[src/rtl/alu_op_sequencer.sv]
// alu_op_sequencer: runs one ALU operation per request (optionally with OPA sent ahead of OPB),
// waits the ALU latency in CE-high edges, captures RES and flags, and returns them on a valid/ready port.
module alu_op_sequencer #(
   parameter int WIDTH   = 8,
   parameter int LAT     = 1,
   parameter int MUL_LAT = 2
) (
   input  logic               CLK,
   input  logic               RST,
   input  logic               CE,
   input  logic               REQ_VALID,
   output logic               REQ_READY,
   input  logic               REQ_MODE,
   input  logic [3:0]         REQ_CMD,
   input  logic [1:0]         REQ_IV,
   input  logic [3:0]         REQ_GAP,
   input  logic [WIDTH-1:0]   REQ_OPA,
   input  logic [WIDTH-1:0]   REQ_OPB,
   input  logic               REQ_CIN,
   output logic [1:0]         INP_VALID,
   output logic               MODE,
   output logic [3:0]         CMD,
   output logic [WIDTH-1:0]   OPA,
   output logic [WIDTH-1:0]   OPB,
   output logic               CIN,
   input  logic [2*WIDTH-1:0] RES,
   input  logic               ERR,
   input  logic               OFLOW,
   input  logic               COUT,
   input  logic               G,
   input  logic               L,
   input  logic               E,
   output logic               RSP_VALID,
   input  logic               RSP_READY,
   output logic [2*WIDTH-1:0] RSP_RES,
   output logic [5:0]         RSP_FLAGS,
   output logic [15:0]        STAT_OPS
);
   typedef enum logic [2:0] {IDLE, SEND_A, ISSUE, WAIT, RESP} state_t;
   typedef struct packed {
      logic             mode;
      logic [3:0]       cmd;
      logic [1:0]       iv;
      logic [3:0]       gap;
      logic [WIDTH-1:0] opa;
      logic [WIDTH-1:0] opb;
      logic             cin;
   } op_t;
   state_t state, state_n;
   op_t req, op, src;
   logic [7:0] cnt, cnt_n, lat_m1;
   logic accept, capture, drive;
   assign req       = {REQ_MODE, REQ_CMD, REQ_IV, REQ_GAP, REQ_OPA, REQ_OPB, REQ_CIN};
   assign src       = state == IDLE ? req : op;
   assign REQ_READY = state == IDLE && CE && !RST;
   assign RSP_VALID = state == RESP;
   assign accept    = REQ_VALID && REQ_READY;
   assign lat_m1    = (op.mode && (op.cmd == 4'd9 || op.cmd == 4'd10)) ? 8'(MUL_LAT - 1) : 8'(LAT - 1);
   assign capture   = state == WAIT && cnt == lat_m1;
   assign drive     = state_n == SEND_A || state_n == ISSUE;
   always_comb begin
      state_n = state;
      cnt_n   = cnt;
      case (state)
         IDLE:    if (accept) begin
            state_n = req.iv == 2'b00 ? RESP : (req.iv == 2'b11 && req.gap != 4'd0) ? SEND_A : ISSUE;
            cnt_n   = '0;
         end
         SEND_A:  if (cnt == {4'd0, op.gap} - 8'd1) begin
            state_n = ISSUE;
            cnt_n   = '0;
         end else cnt_n = cnt + 8'd1;
         ISSUE:   begin
            state_n = WAIT;
            cnt_n   = '0;
         end
         WAIT:    if (capture) begin
            state_n = RESP;
            cnt_n   = '0;
         end else cnt_n = cnt + 8'd1;
         RESP:    if (RSP_READY) state_n = IDLE;
         default: state_n = IDLE;
      endcase
   end
   // ALU-side outputs are registered from the state being entered, so they line up with that state
   always_ff @(posedge CLK or posedge RST)
      if (RST) begin
         state     <= IDLE;
         cnt       <= '0;
         op        <= '0;
         INP_VALID <= '0;
         MODE      <= 1'b0;
         CMD       <= '0;
         OPA       <= '0;
         OPB       <= '0;
         CIN       <= 1'b0;
         RSP_RES   <= '0;
         RSP_FLAGS <= '0;
         STAT_OPS  <= '0;
      end else if (CE) begin
         state     <= state_n;
         cnt       <= cnt_n;
         if (accept) op <= req;
         INP_VALID <= state_n == SEND_A ? 2'b01 : state_n == ISSUE ? src.iv : 2'b00;
         MODE      <= drive && src.mode;
         CMD       <= drive ? src.cmd : 4'd0;
         OPA       <= drive && src.iv[0] ? src.opa : '0;
         OPB       <= state_n == ISSUE && src.iv[1] ? src.opb : '0;
         CIN       <= drive && src.cin;
         if (capture) begin
            RSP_RES   <= RES;
            RSP_FLAGS <= {ERR, OFLOW, COUT, G, L, E};
         end else if (accept && req.iv == 2'b00) begin
            RSP_RES   <= '0;
            RSP_FLAGS <= 6'b100000;
         end
         if (state == RESP && RSP_READY) STAT_OPS <= STAT_OPS + 16'd1;
      end
endmodule

[config.mk]
export PLATFORM = sky130hd
export DESIGN_NAME = alu_op_sequencer
export DESIGN_NICKNAME = d
export VERILOG_FILES = /design/src/rtl/alu_op_sequencer.sv
export SDC_FILE = /design/constraint.sdc
export NUM_CORES = 1
export LEC_CHECK = 0
export ABC_AREA = 1
export ABC_CLOCK_PERIOD_IN_PS = 5600
export CORE_ASPECT_RATIO = 1.25
export CORE_MARGIN = 4
export CORE_UTILIZATION = 45
export CTS_BUF_LIST = sky130_fd_sc_hd__clkbuf_2 sky130_fd_sc_hd__clkbuf_4 sky130_fd_sc_hd__clkbuf_8
export DETAILED_ROUTE_END_ITERATION = 10
export HOLD_SLACK_MARGIN = 0.08
export MAX_ROUTING_LAYER = met4
export PLACE_DENSITY = 0.83
export SYNTH_ARGS = -nofsm -noshare
export SYNTH_HDL_FRONTEND = slang
export SYNTH_SLANG_ARGS = --single-unit
[constraint.sdc]
create_clock -name CLK -period 5.6 [get_ports CLK]
set_input_delay 1.12 -clock CLK [delete_from_list [all_inputs] [get_ports CLK]]
set_output_delay 1.12 -clock CLK [all_outputs]
set_load 0.03 [all_outputs]
==> summary.md, run 1 <==
| Metric | Value |
|---|---|
| Peak VDD IR | 0.165 mV |
| Post-CTS resize count | 0 |
| IO Count | 119 |
| # Post-CTS Setup Buffers | 0 |
| DP HPWL | 8840 um |
| Reg area | 2530 sq um |
| Top cell by count, worst path | clkdlybuf4s50_1 |
| Row count | 42 |
| Wl on met1 | 4970 um |
| Routed WL | 11900 um |
| Largest delay share family, worst path | buffers and inverters |
| Post-Syn Area per Cell | 7.92 sq um |
| Sw frac | 40.3% |
| Final Power | 2.64 mW |
| Slowest CP cell | clkdlybuf4s50_1 |
| Crit-path cells | clkdlybuf4s50_1 -> buf_4 -> nand2_4 -> nor3_4 -> clkdlybuf4s50_1 |
| Final TNS setup | 0 ns |
| Worst setup SP type | input port |
| Fill cell count | 913 |
| Post-route cell area | 6370 sq um |
| Met2 routed WL | 5980 um |
| Fmax | 0.254 GHz |
| RD Place Congestion | 0.846 |
| WL/cell | 13.8 um |
| Cts bufs inserted | 9 |
| DRC | 0 |
| Hold Path Class | flip-flop to flip-flop |
| Multi-input logic area | 2010 sq um |
| Worst-path clk slew | 0.10 ns |
| Placed instance area | 6170 sq um |
| Comb pwr share | 40.6% |
| Chip width | 101 um |
| Critical Path Sink Type | primary output |
| Cell count after placement | 852 |
| Outcome | completed |
| Routed length on met3 | 695 um |
| First-pass iteration count of the detailed router | 4 |
| Hold-fix buffers at CTS | 0 |
| Post-Syn Area | 4910 sq um |
| Syn-to-layout area delta | 29.7% |
| Fin cells | 868 |
| H-tree levels | 3 |
| Crit-path max cell delay | 0.70 ns |
| Final critical-path share of the clock period | 70.4% |
| Max Slew Vio Count | 0 |
| Part of the power in registers | 41.1% |
| RSZ-0062 raised after global routing | no |
| Avg Vias per Cell | 5.06 |
| TritonCTS clock tree | yes |
| Mapped Nets | 678 |
| Clock Sinks | 101 |
| Critical Path RT | 4.48 ns |
| Cell count after synthesis | 620 |
| Rel. slew slack | 14.6% |
| # nets final | 789 |
| Synth warnings | 0 |
| Post-synthesis sequential area ratio | 51.4% |
| First-pass GRT wire length | 20200 um |
| Initial antenna violation count | 0 |
| Inserted Diodes | 0 |
| Worst-Skew Late Latency | 0.38 ns |
| Pleak | 3.17 nW |
| Worst-path fanout max | 18 |
| Endpoints failing setup | 0 |
| P_int | 1.58 mW |
| Least-Margin Pin Slew | 1.28 ns |
| DR vias | 4390 |
| CP Buf/Inv Count | 3 |
| Path type of the worst setup path | input port to primary output |
| Largest net degree at the start of global routing | 62 |
| I/O Buffers | 118 |
| Max-capacitance violation count | 0 |
| Pwr per Cell Area | 414 nW/um^2 |
| ANT nets after route | 0 |
| 1st-iter DRT viols | 290 |
| Final Hold Viols | 0 |
| Clock Skews | 0.0186 ns |
| Die Area | 12700 sq um |
| CTS root buf | clkbuf_8 |
| CP arrival | 2.82 ns |
| Top Metal Used | met4 |
| Clock share of power | 18.4% |
| Synth cell types | 36 |
| GRT Total Usage | 20.1% |
| GRT overflow | 0 |
| Synth Register Bits | 101 |
| Psw | 1.07 mW |
| Die Span Y | 125 um |
| Clock tree buffer depth | 2 |
| Initial Utilization | 46.3% |
| Core footprint | 10600 sq um |
| Share of cells above drive strength 1 | 5.71% |
| Tmin final | 3.94 ns |
| Vias in the first global route | 4482 |
-- Yosys cell counts, drive strengths merged --
| library cell | n | share of area (%) |
|---|---|---|
| a41oi | 1 | 0.18 |
| clkbuf | 11 | 0.84 |
| a211oi | 8 | 1.2 |
| ha | 3 | 0.76 |
| xnor2 | 5 | 0.89 |
| nand3b | 1 | 0.15 |
| nand4 | 7 | 0.89 |
| a31oi | 2 | 0.25 |
| nand2 | 235 | 19 |
| inv | 71 | 5.5 |
| nand3 | 34 | 3.7 |
| nor4 | 3 | 0.51 |
| a21oi | 7 | 1.0 |
| nor3 | 7 | 1.0 |
| dfrtp | 101 | 51 |
| xor2 | 11 | 2.0 |
| mux2i | 1 | 0.20 |
| o31ai | 1 | 0.15 |
| o21ai | 60 | 6.2 |
| buf | 9 | 1.3 |
| nor2 | 42 | 3.3 |
-- worst paths after layout --
kind	from	cells past startpoint	to	slack, ns
max	CE	5	REQ_READY	1.66
min	RSP_RES[11]	2	RSP_RES[11]	0.48
max reg2reg	state[2]	9	RSP_FLAGS[5]	2.92
min reg2reg	RSP_RES[11]	2	RSP_RES[11]	0.48
max in group asynchronous	RST	3	STAT_OPS[5]	3.25
min in group asynchronous	RST	2	OPB[7]	1.32
-- state kept, by name, summed over array words and instances (netlist names) --
register	count
op	28
RSP_RES	16
STAT_OPS	16
OPA	8
OPB	8
cnt	8
RSP_FLAGS	6
CMD	4
state	3
INP_VALID	2
CIN	1
MODE	1
-- metal layers --
layer	vias to the layer above	track usage, %
met1	2063	24.9
met2	132	31.8
met3	31	4.59
met4	0	7.82
met5	-	-
li1	2164	-
-- stage by stage --
stage / hold slack (ns) / worst slack, ns / util, %
global placement: 0.454 / 1.68 / 58.2
detailed placement: 0.459 / 1.66 / 58.2
CTS: 0.483 / 1.65 / 60.1
finish: 0.479 / 1.66 / 60.1
floorplan: 0.448 / 1.83 / -
global route: 0.498 / 1.58 / 60.1
-- power groups by stage --
stage                     sequential (mW)  combinational, mW  clock, mW
after floorplan                      1.28              0.484          0
after global placement               1.08               1.04          0
after detailed placement             1.09               1.08          0
after CTS                            1.08               1.08      0.492
after global routing                 1.11               1.19      0.525
final                                1.09               1.07      0.485
-- layout by cell type (no fill, tap or decap), types with 6 or more instances in the layout --
cell and n:
a211oi_1 8, clkbuf_8 9, clkdlybuf4s50_1 118, dfrtp_1 101, inv_1 63, inv_2 6, nand2_1 228, nand3_1 33
nand4_1 7, nor2_1 40, o21ai_0 54, xor2_1 11
-- worst reg2reg max path: stages (launching register included) --
cell	delay, ns
dfrtp_1	0.42
inv_2	0.14
nand2_4	0.09
nor3_4	0.20
nand2_2	0.54
inv_4	0.26
nand2_1	0.10
nand2_1	0.08
nand2_1	0.44
o21ai_0	0.33
-- area by class of cell --
type	instances	share of cell area (%)
Tap cell	132	2.59
Clock inverter	4	0.864
Inverter	71	4.26
Multi-Input combinational cell	428	31.6
Clock buffer	12	2.30
Timing Repair Buffer	120	18.8
Sequential cell	101	39.6
-- cells by family after synthesis --
group	Yosys count	share of synthesized area (%)
xor+xnor	16	2.85
buf+inv	91	7.59
flops	101	51.4
fa+ha+maj	3	0.764
mux	1	0.204
compound gates	79	9.01
simple gates	329	28.1
No activity file was read; power rests on OpenSTA's default activity.
==> inputs of run 2 (changes only) <==
- ABC_CLOCK_PERIOD_IN_PS: 5600 -> 3200
- PLACE_DENSITY: 0.83 -> 0.86
- clock period: 5.6 -> 3.2 ns (I/O delays scaled with it)
==> run 2 against run 1 <==
Net effect: wire length up 3.6%; sequential cell count is the same; design area rose by 0.90%; clock power grew 62%; clock skew is 0.0040 ns lower; sequential power increased by 74%; critical endpoint is now RSP_VALID; register-to-register slack got worse by 2.1 ns.
==> summary.md, run 2 (same netlist as run 1, synthesis figures left out) <==
| Metric | Value |
|---|---|
| Outcome | completed (unchanged) |
| Fmax | 0.380 GHz |
| Least-Margin Pin Slew | 0.786 ns (was 1.28 ns) |
| DRC | 0 (unchanged) |
| Rel. slew slack | 47.5% (was 14.6%) |
| I/O Buffers | 118 (unchanged) |
| Hold path cells | 1 (was 2) |
| Peak VDD IR | 0.419 mV (was 0.165 mV) |
| Die Span Y | 125 um (unchanged) |
| Share of cells above drive strength 1 | 6.60% (was 5.71%) |
| Final critical-path share of the clock period | 82.2% |
| Initial Utilization | 46.3% (unchanged) |
| Clock Sinks | 101 (unchanged) |
| Worst-Skew Late Latency | 0.36 ns (was 0.38 ns) |
| Clock tree buffer depth | 2 (unchanged) |
| First-pass GRT wire length | 20900 um (was 20200 um) |
| Commonest non-fill, non-tap cell in the layout | nand2_1 (unchanged) |
| Routed WL | 12400 um (was 11900 um) |
| Max-capacitance violation count | 0 (unchanged) |
| RSZ-0062 raised after global routing | no (unchanged) |
| Pleak | 3.20 nW (was 3.17 nW) |
| CP Buf/Inv Count | 2 (was 3) |
| Post-layout util | 60.6% (was 60.1%) |
| Worst-path fanout max | 5 (was 18) |
| GRT overflow | 0 (unchanged) |
| TritonCTS clock tree | yes (unchanged) |
| Hold Path Class | flip-flop to flip-flop (unchanged) |
| Cell depth of the worst flop-to-flop path | 9 (unchanged) |
| Largest net degree at the start of global routing | 46 (was 62) |
| Die Area | 12700 sq um (unchanged) |
| Largest registers | op x28, RSP_RES x16, STAT_OPS x16 (unchanged) |
| Hold-fix buffers at CTS | 0 (unchanged) |
| Worst setup SP type | flip-flop (was input port) |
| Final TNS setup | 0 ns (unchanged) |
| Tmin final | 2.63 ns |
| Largest delay share family, worst path | buffers and inverters (unchanged) |
| First-pass iteration count of the detailed router | 4 (unchanged) |
| Slowest CP cell | clkdlybuf4s50_1 (unchanged) |
| Critical Path RT | 2.56 ns (was 4.48 ns) |
| Crit-path max cell delay | 0.73 ns (was 0.70 ns) |
| Syn-to-layout area delta | 30.9% (was 29.7%) |
| Chip width | 101 um (unchanged) |
| DR vias | 4465 (was 4390) |
| Pwr per Cell Area | 713 nW/um^2 (was 414 nW/um^2) |
| Clock Skews | 0.0145 ns (was 0.0186 ns) |
| Max Slew Vio Count | 0 (unchanged) |
| Crit-path cells | inv_1 -> nand2_1 -> nor2_2 -> clkdlybuf4s50_1 (was clkdlybuf4s50_1 -> buf_4 -> nand2_4 -> nor3_4 -> clkdlybuf4s50_1) |
| # nets final | 795 (was 789) |
| DP HPWL | 9450 um (was 8840 um) |
| Avg Vias per Cell | 5.11 (was 5.06) |
| Row count | 42 (unchanged) |
| H-tree levels | 3 (unchanged) |
| Endpoints failing setup | 0 (unchanged) |
| WL/cell | 14.2 um (was 13.8 um) |
| CP arrival | 1.99 ns (was 2.82 ns) |
| Flip-flop count of the largest register after layout | 28 (unchanged) |
| Final Power | 4.59 mW (was 2.64 mW) |
| # Post-CTS Setup Buffers | 0 (unchanged) |
| CTS root buf | clkbuf_8 (unchanged) |
| Largest Register | op (unchanged) |
| Initial antenna violation count | 0 (unchanged) |
| Most frequent cells in the layout | nand2_1, clkdlybuf4s50_1, dfrtp_1, inv_1, o21ai_0 (unchanged) |
| GRT Total Usage | 20.8% (was 20.1%) |
| Critical Path Sink Type | primary output (unchanged) |
| CP Depth | 4 (was 5) |
| 1st-iter DRT viols | 292 (was 290) |
| Worst-path clk slew | 0.11 ns (was 0.10 ns) |
| Vias in the first global route | 4532 (was 4482) |
| IO Count | 119 (unchanged) |
| RD Place Congestion | 0.874 (was 0.846) |
| Inserted Diodes | 0 (unchanged) |
| Post-CTS resize count | 0 (unchanged) |
| ANT nets after route | 0 (unchanged) |
| Cts bufs inserted | 9 (unchanged) |
| Core footprint | 10600 sq um (unchanged) |
| Path type of the worst setup path | flip-flop to primary output (was input port to primary output) |
| Final Hold Viols | 0 (unchanged) |
## run 2: path summary, 6_finish.rpt
check	end	start	slack, ns
setup / recovery	RSP_VALID	state[0]	0.57
hold / removal	STAT_OPS[15]	STAT_OPS[15]	0.48
setup reg to reg	OPB[2]	state[0]	0.87
hold reg to reg	STAT_OPS[15]	STAT_OPS[15]	0.48
max in group asynchronous	op[8]	RST	1.51
min in group asynchronous	op[18]	RST	0.93
## run 2: worst register-to-register path, cell delays in order, from the launching register on
cell and delay (ns):
dfrtp_1 0.44, inv_1 0.07, nand2_1 0.13, inv_2 0.13
nand2_2 0.18, inv_2 0.46, o21ai_0 0.18, a21oi_1 0.15
nand2_1 0.24, o21ai_0 0.26
## run 2: final cells by class
| type | count | area [sq um] |
|---|---|---|
| clock buffers | 9 | 124 |
| clock inverters | 7 | 66.3 |
| fillers | 906 | 4180 |
| inverters | 71 | 273 |
| multi-input cells | 428 | 2010 |
| flip-flops and latches | 101 | 2530 |
| well taps | 132 | 165 |
| repair buffers | 126 | 1260 |
## run 2: routing by layer
layer	vias to the layer above	GRT usage, %	wire [um]
met1	2100	25.5	4950
met4	0	6.03	312
met3	24	4.15	723
met5	-	-	0
met2	157	34.4	6390
li1	2184	-	-
## run 2: per-stage QoR
stage	hold slack, ns	instance area [sq um]	instances	setup slack, ns
after global routing	0.510	6430	874	0.446
after global placement	0.455	6240	858	0.453
after detailed placement	0.459	6240	858	0.291
final	0.480	6430	874	0.569
after CTS	0.483	6430	874	0.558
after floorplan	0.448	4920	620	1.12
## run 2: where the power goes
part | switching [mW] | internal (mW)
combinational | 1.17 | 0.733
clock | 0.483 | 0.302
sequential | 0.263 | 1.64
total | 1.91 | 2.67
==> inputs of run 3 (changes only) <==
- ABC_CLOCK_PERIOD_IN_PS: 3200 -> 2370
- clock period: 3.2 -> 2.37 ns (I/O delays scaled with it)
==> run 3 against run 2 <==
Net effect: hold slack got worse by 0.0020 ns; critical path type unchanged; global-route usage fell by 0.097 points; register-to-register slack got worse by 0.58 ns; setup slack got worse by 0.41 ns; highest routed layer unchanged; die area did not move; power rose by 37%; sequential cell count did not move; first-iteration DRC count fell by 18%; utilization rose by 0.29 points; count of clock-buffer cells in the layout rose by 1.
==> summary.md, run 3 (same netlist as run 1, synthesis figures left out) <==
| Metric | Value |
|---|---|
| Clock Sinks | 101 (unchanged) |
| Die Area | 12700 sq um (unchanged) |
| Multi-input logic area | 2010 sq um (unchanged) |
| Hold-fix buffers at CTS | 0 (unchanged) |
| Clock tree buffer depth | 2 (unchanged) |
| Endpoints failing setup | 0 (unchanged) |
| Outcome | completed (unchanged) |
| Flip-flop count of the largest register after layout | 28 (unchanged) |
| Tmin final | 2.22 ns |
| Core footprint | 10600 sq um (unchanged) |
| DR vias | 4451 (was 4465) |
| Cts bufs inserted | 9 (unchanged) |
| Largest delay share family, worst path | buffers and inverters (unchanged) |
| CP Buf/Inv Count | 2 (unchanged) |
| TritonCTS clock tree | yes (unchanged) |
| RD Place Congestion | 0.889 (was 0.874) |
| Critical Path Sink Type | primary output (unchanged) |
| DRC | 0 (unchanged) |
| Crit-path cells | inv_1 -> nand2_1 -> nor2_2 -> dlygate4sd2_1 (was inv_1 -> nand2_1 -> nor2_2 -> clkdlybuf4s50_1) |
| Die Span Y | 125 um (unchanged) |
| Pwr per Cell Area | 970 nW/um^2 (was 713 nW/um^2) |
| Worst-path fanout max | 3 (was 5) |
| H-tree levels | 3 (unchanged) |
| Chip width | 101 um (unchanged) |
| First-pass iteration count of the detailed router | 4 (unchanged) |
| Share of cells above drive strength 1 | 6.98% (was 6.60%) |
| Largest net degree at the start of global routing | 77 (was 46) |
| Comb pwr share | 41.4% (about the same) |
| Post-route cell area | 6460 sq um (was 6430 sq um) |
| Largest registers | op x28, RSP_RES x16, STAT_OPS x16 (unchanged) |
| Crit-path max cell delay | 0.45 ns (was 0.73 ns) |
| Clock Skews | 0.0127 ns (was 0.0145 ns) |
| Vias in the first global route | 4480 (was 4532) |
| Most frequent cells in the layout | nand2_1, clkdlybuf4s50_1, dfrtp_1, inv_1, o21ai_0 (unchanged) |
| Worst-path clk slew | 0.09 ns (was 0.11 ns) |
| IO Count | 119 (unchanged) |
| Final TNS setup | 0 ns (unchanged) |
| I/O Buffers | 118 (unchanged) |
| 1st-iter DRT viols | 240 (was 292) |
| Least-Margin Pin Slew | 0.527 ns (was 0.786 ns) |
| RSZ-0062 raised after global routing | no (unchanged) |
| # nets final | 798 (was 795) |
| Fmax | 0.451 GHz |
| Rel. slew slack | 64.9% (was 47.5%) |
| Path type of the worst setup path | flip-flop to primary output (unchanged) |
| Initial antenna violation count | 0 (unchanged) |
| Fill cell count | 895 (was 906) |
| Reg area | 2530 sq um (unchanged) |
| Row count | 42 (unchanged) |
| Part of the power in registers | 41.0% (was 41.5%) |
| Avg Vias per Cell | 5.08 (was 5.11) |
| Commonest non-fill, non-tap cell in the layout | nand2_1 (unchanged) |
| First-pass GRT wire length | 20500 um (was 20900 um) |
| Placed instance area | 6260 sq um (was 6240 sq um) |
| Slowest CP cell | dlygate4sd2_1 (was clkdlybuf4s50_1) |
| CTS root buf | clkbuf_8 (unchanged) |
| Peak VDD IR | 0.494 mV (was 0.419 mV) |
| Max Slew Vio Count | 0 (unchanged) |
| Worst-Skew Late Latency | 0.37 ns (was 0.36 ns) |
| Inserted Diodes | 0 (unchanged) |
| CP arrival | 1.74 ns (was 1.99 ns) |
| Largest Register | op (unchanged) |
| P_int | 3.73 mW (was 2.67 mW) |
| Final Power | 6.27 mW (was 4.59 mW) |
| Final critical-path share of the clock period | 93.5% |
| Pleak | 3.22 nW (was 3.20 nW) |
| Psw | 2.54 mW (was 1.91 mW) |
| Final hold slack | 0.478 ns (was 0.480 ns) |
| Syn-to-layout area delta | 31.6% (was 30.9%) |
| Clock share of power | 17.6% (was 17.1%) |
| GRT Total Usage | 20.7% (was 20.8%) |
| WL/cell | 14.0 um (was 14.2 um) |
| DP HPWL | 9270 um (was 9450 um) |
| Routed WL | 12300 um (was 12400 um) |
| Critical Path RT | 1.90 ns (was 2.56 ns) |
| ANT nets after route | 0 (unchanged) |
| Worst setup SP type | flip-flop (unchanged) |
| Max-capacitance violation count | 0 (unchanged) |
| GRT overflow | 0 (unchanged) |
| Hold Path Class | flip-flop to flip-flop (unchanged) |
| Initial Utilization | 46.3% (unchanged) |
| Final Hold Viols | 0 (unchanged) |
| Sw frac | 40.5% (was 41.7%) |
run 3: changes by cell type in the layout (fill, tap and decap cells not counted), sizes merged:
cell           delta
buf               +3
dlygate4sd2       +1
clkbuf            +1
clkdlybuf4s50     -1
inv               -3
bufinv            +1
clkinv            +1
run 3: worst min-delay path: stages (launching register included):
cell and delay (ns):
dfrtp_1 0.35, nand2_1 0.05, nand2_1 0.05
run 3: power by group through the flow:
stage          clock [mW]  combinational (mW)  sequential (mW)
2_1_floorplan           0                1.14             3.02
3_3_place_gp            0                2.48             2.57
3_5_place_dp            0                2.60             2.59
4_1_cts              1.13                2.60             2.57
5_1_grt              1.20                2.86             2.63
6_report             1.10                2.59             2.57
run 3: final timing paths:
path	start	slack, ns	cells after the start	endpoint
worst max-delay path	state[1]	0.15	4	RSP_VALID
worst min-delay path	RSP_RES[4]	0.48	2	RSP_RES[4]
worst max register to register	state[1]	0.29	9	OPB[6]
worst min register to register	RSP_RES[4]	0.48	2	RSP_RES[4]
max in group asynchronous	RST	1.32	3	op[8]
min in group asynchronous	RST	0.70	3	RSP_RES[11]
run 3: per-layer routing:
layer	up-vias	global-route usage [%]	wire (um)
met5	-	-	0
met4	0	7.51	240
met3	20	2.91	675
met2	139	34.6	6370
met1	2108	25.1	4960
li1	2184	-	-
run 3: per-stage QoR:
step | util (%) | cells | setup slack, ns
after floorplan | - | 620 | 0.458
after global placement | 59.0 | 861 | 0.158
after detailed placement | 59.0 | 861 | 0.0886
after CTS | 60.9 | 877 | 0.154
after global routing | 60.9 | 877 | 0.0534
final | 60.9 | 877 | 0.154
run 3: area by class of cell:
cell class	instances	share of cell area, %
repair buffers	129	19.9
well taps	132	2.56
multi-input cells	428	31.1
clock buffers	10	2.13
flip-flops and latches	101	39.1
inverters	71	4.22
clock inverters	6	0.968
run 3: repair_timing:
action,in CTS,in global routing
resized for setup,1,0
endpoints found under the hold margin,0,0
endpoints found under the setup margin,1,0
setup buffers,0,0
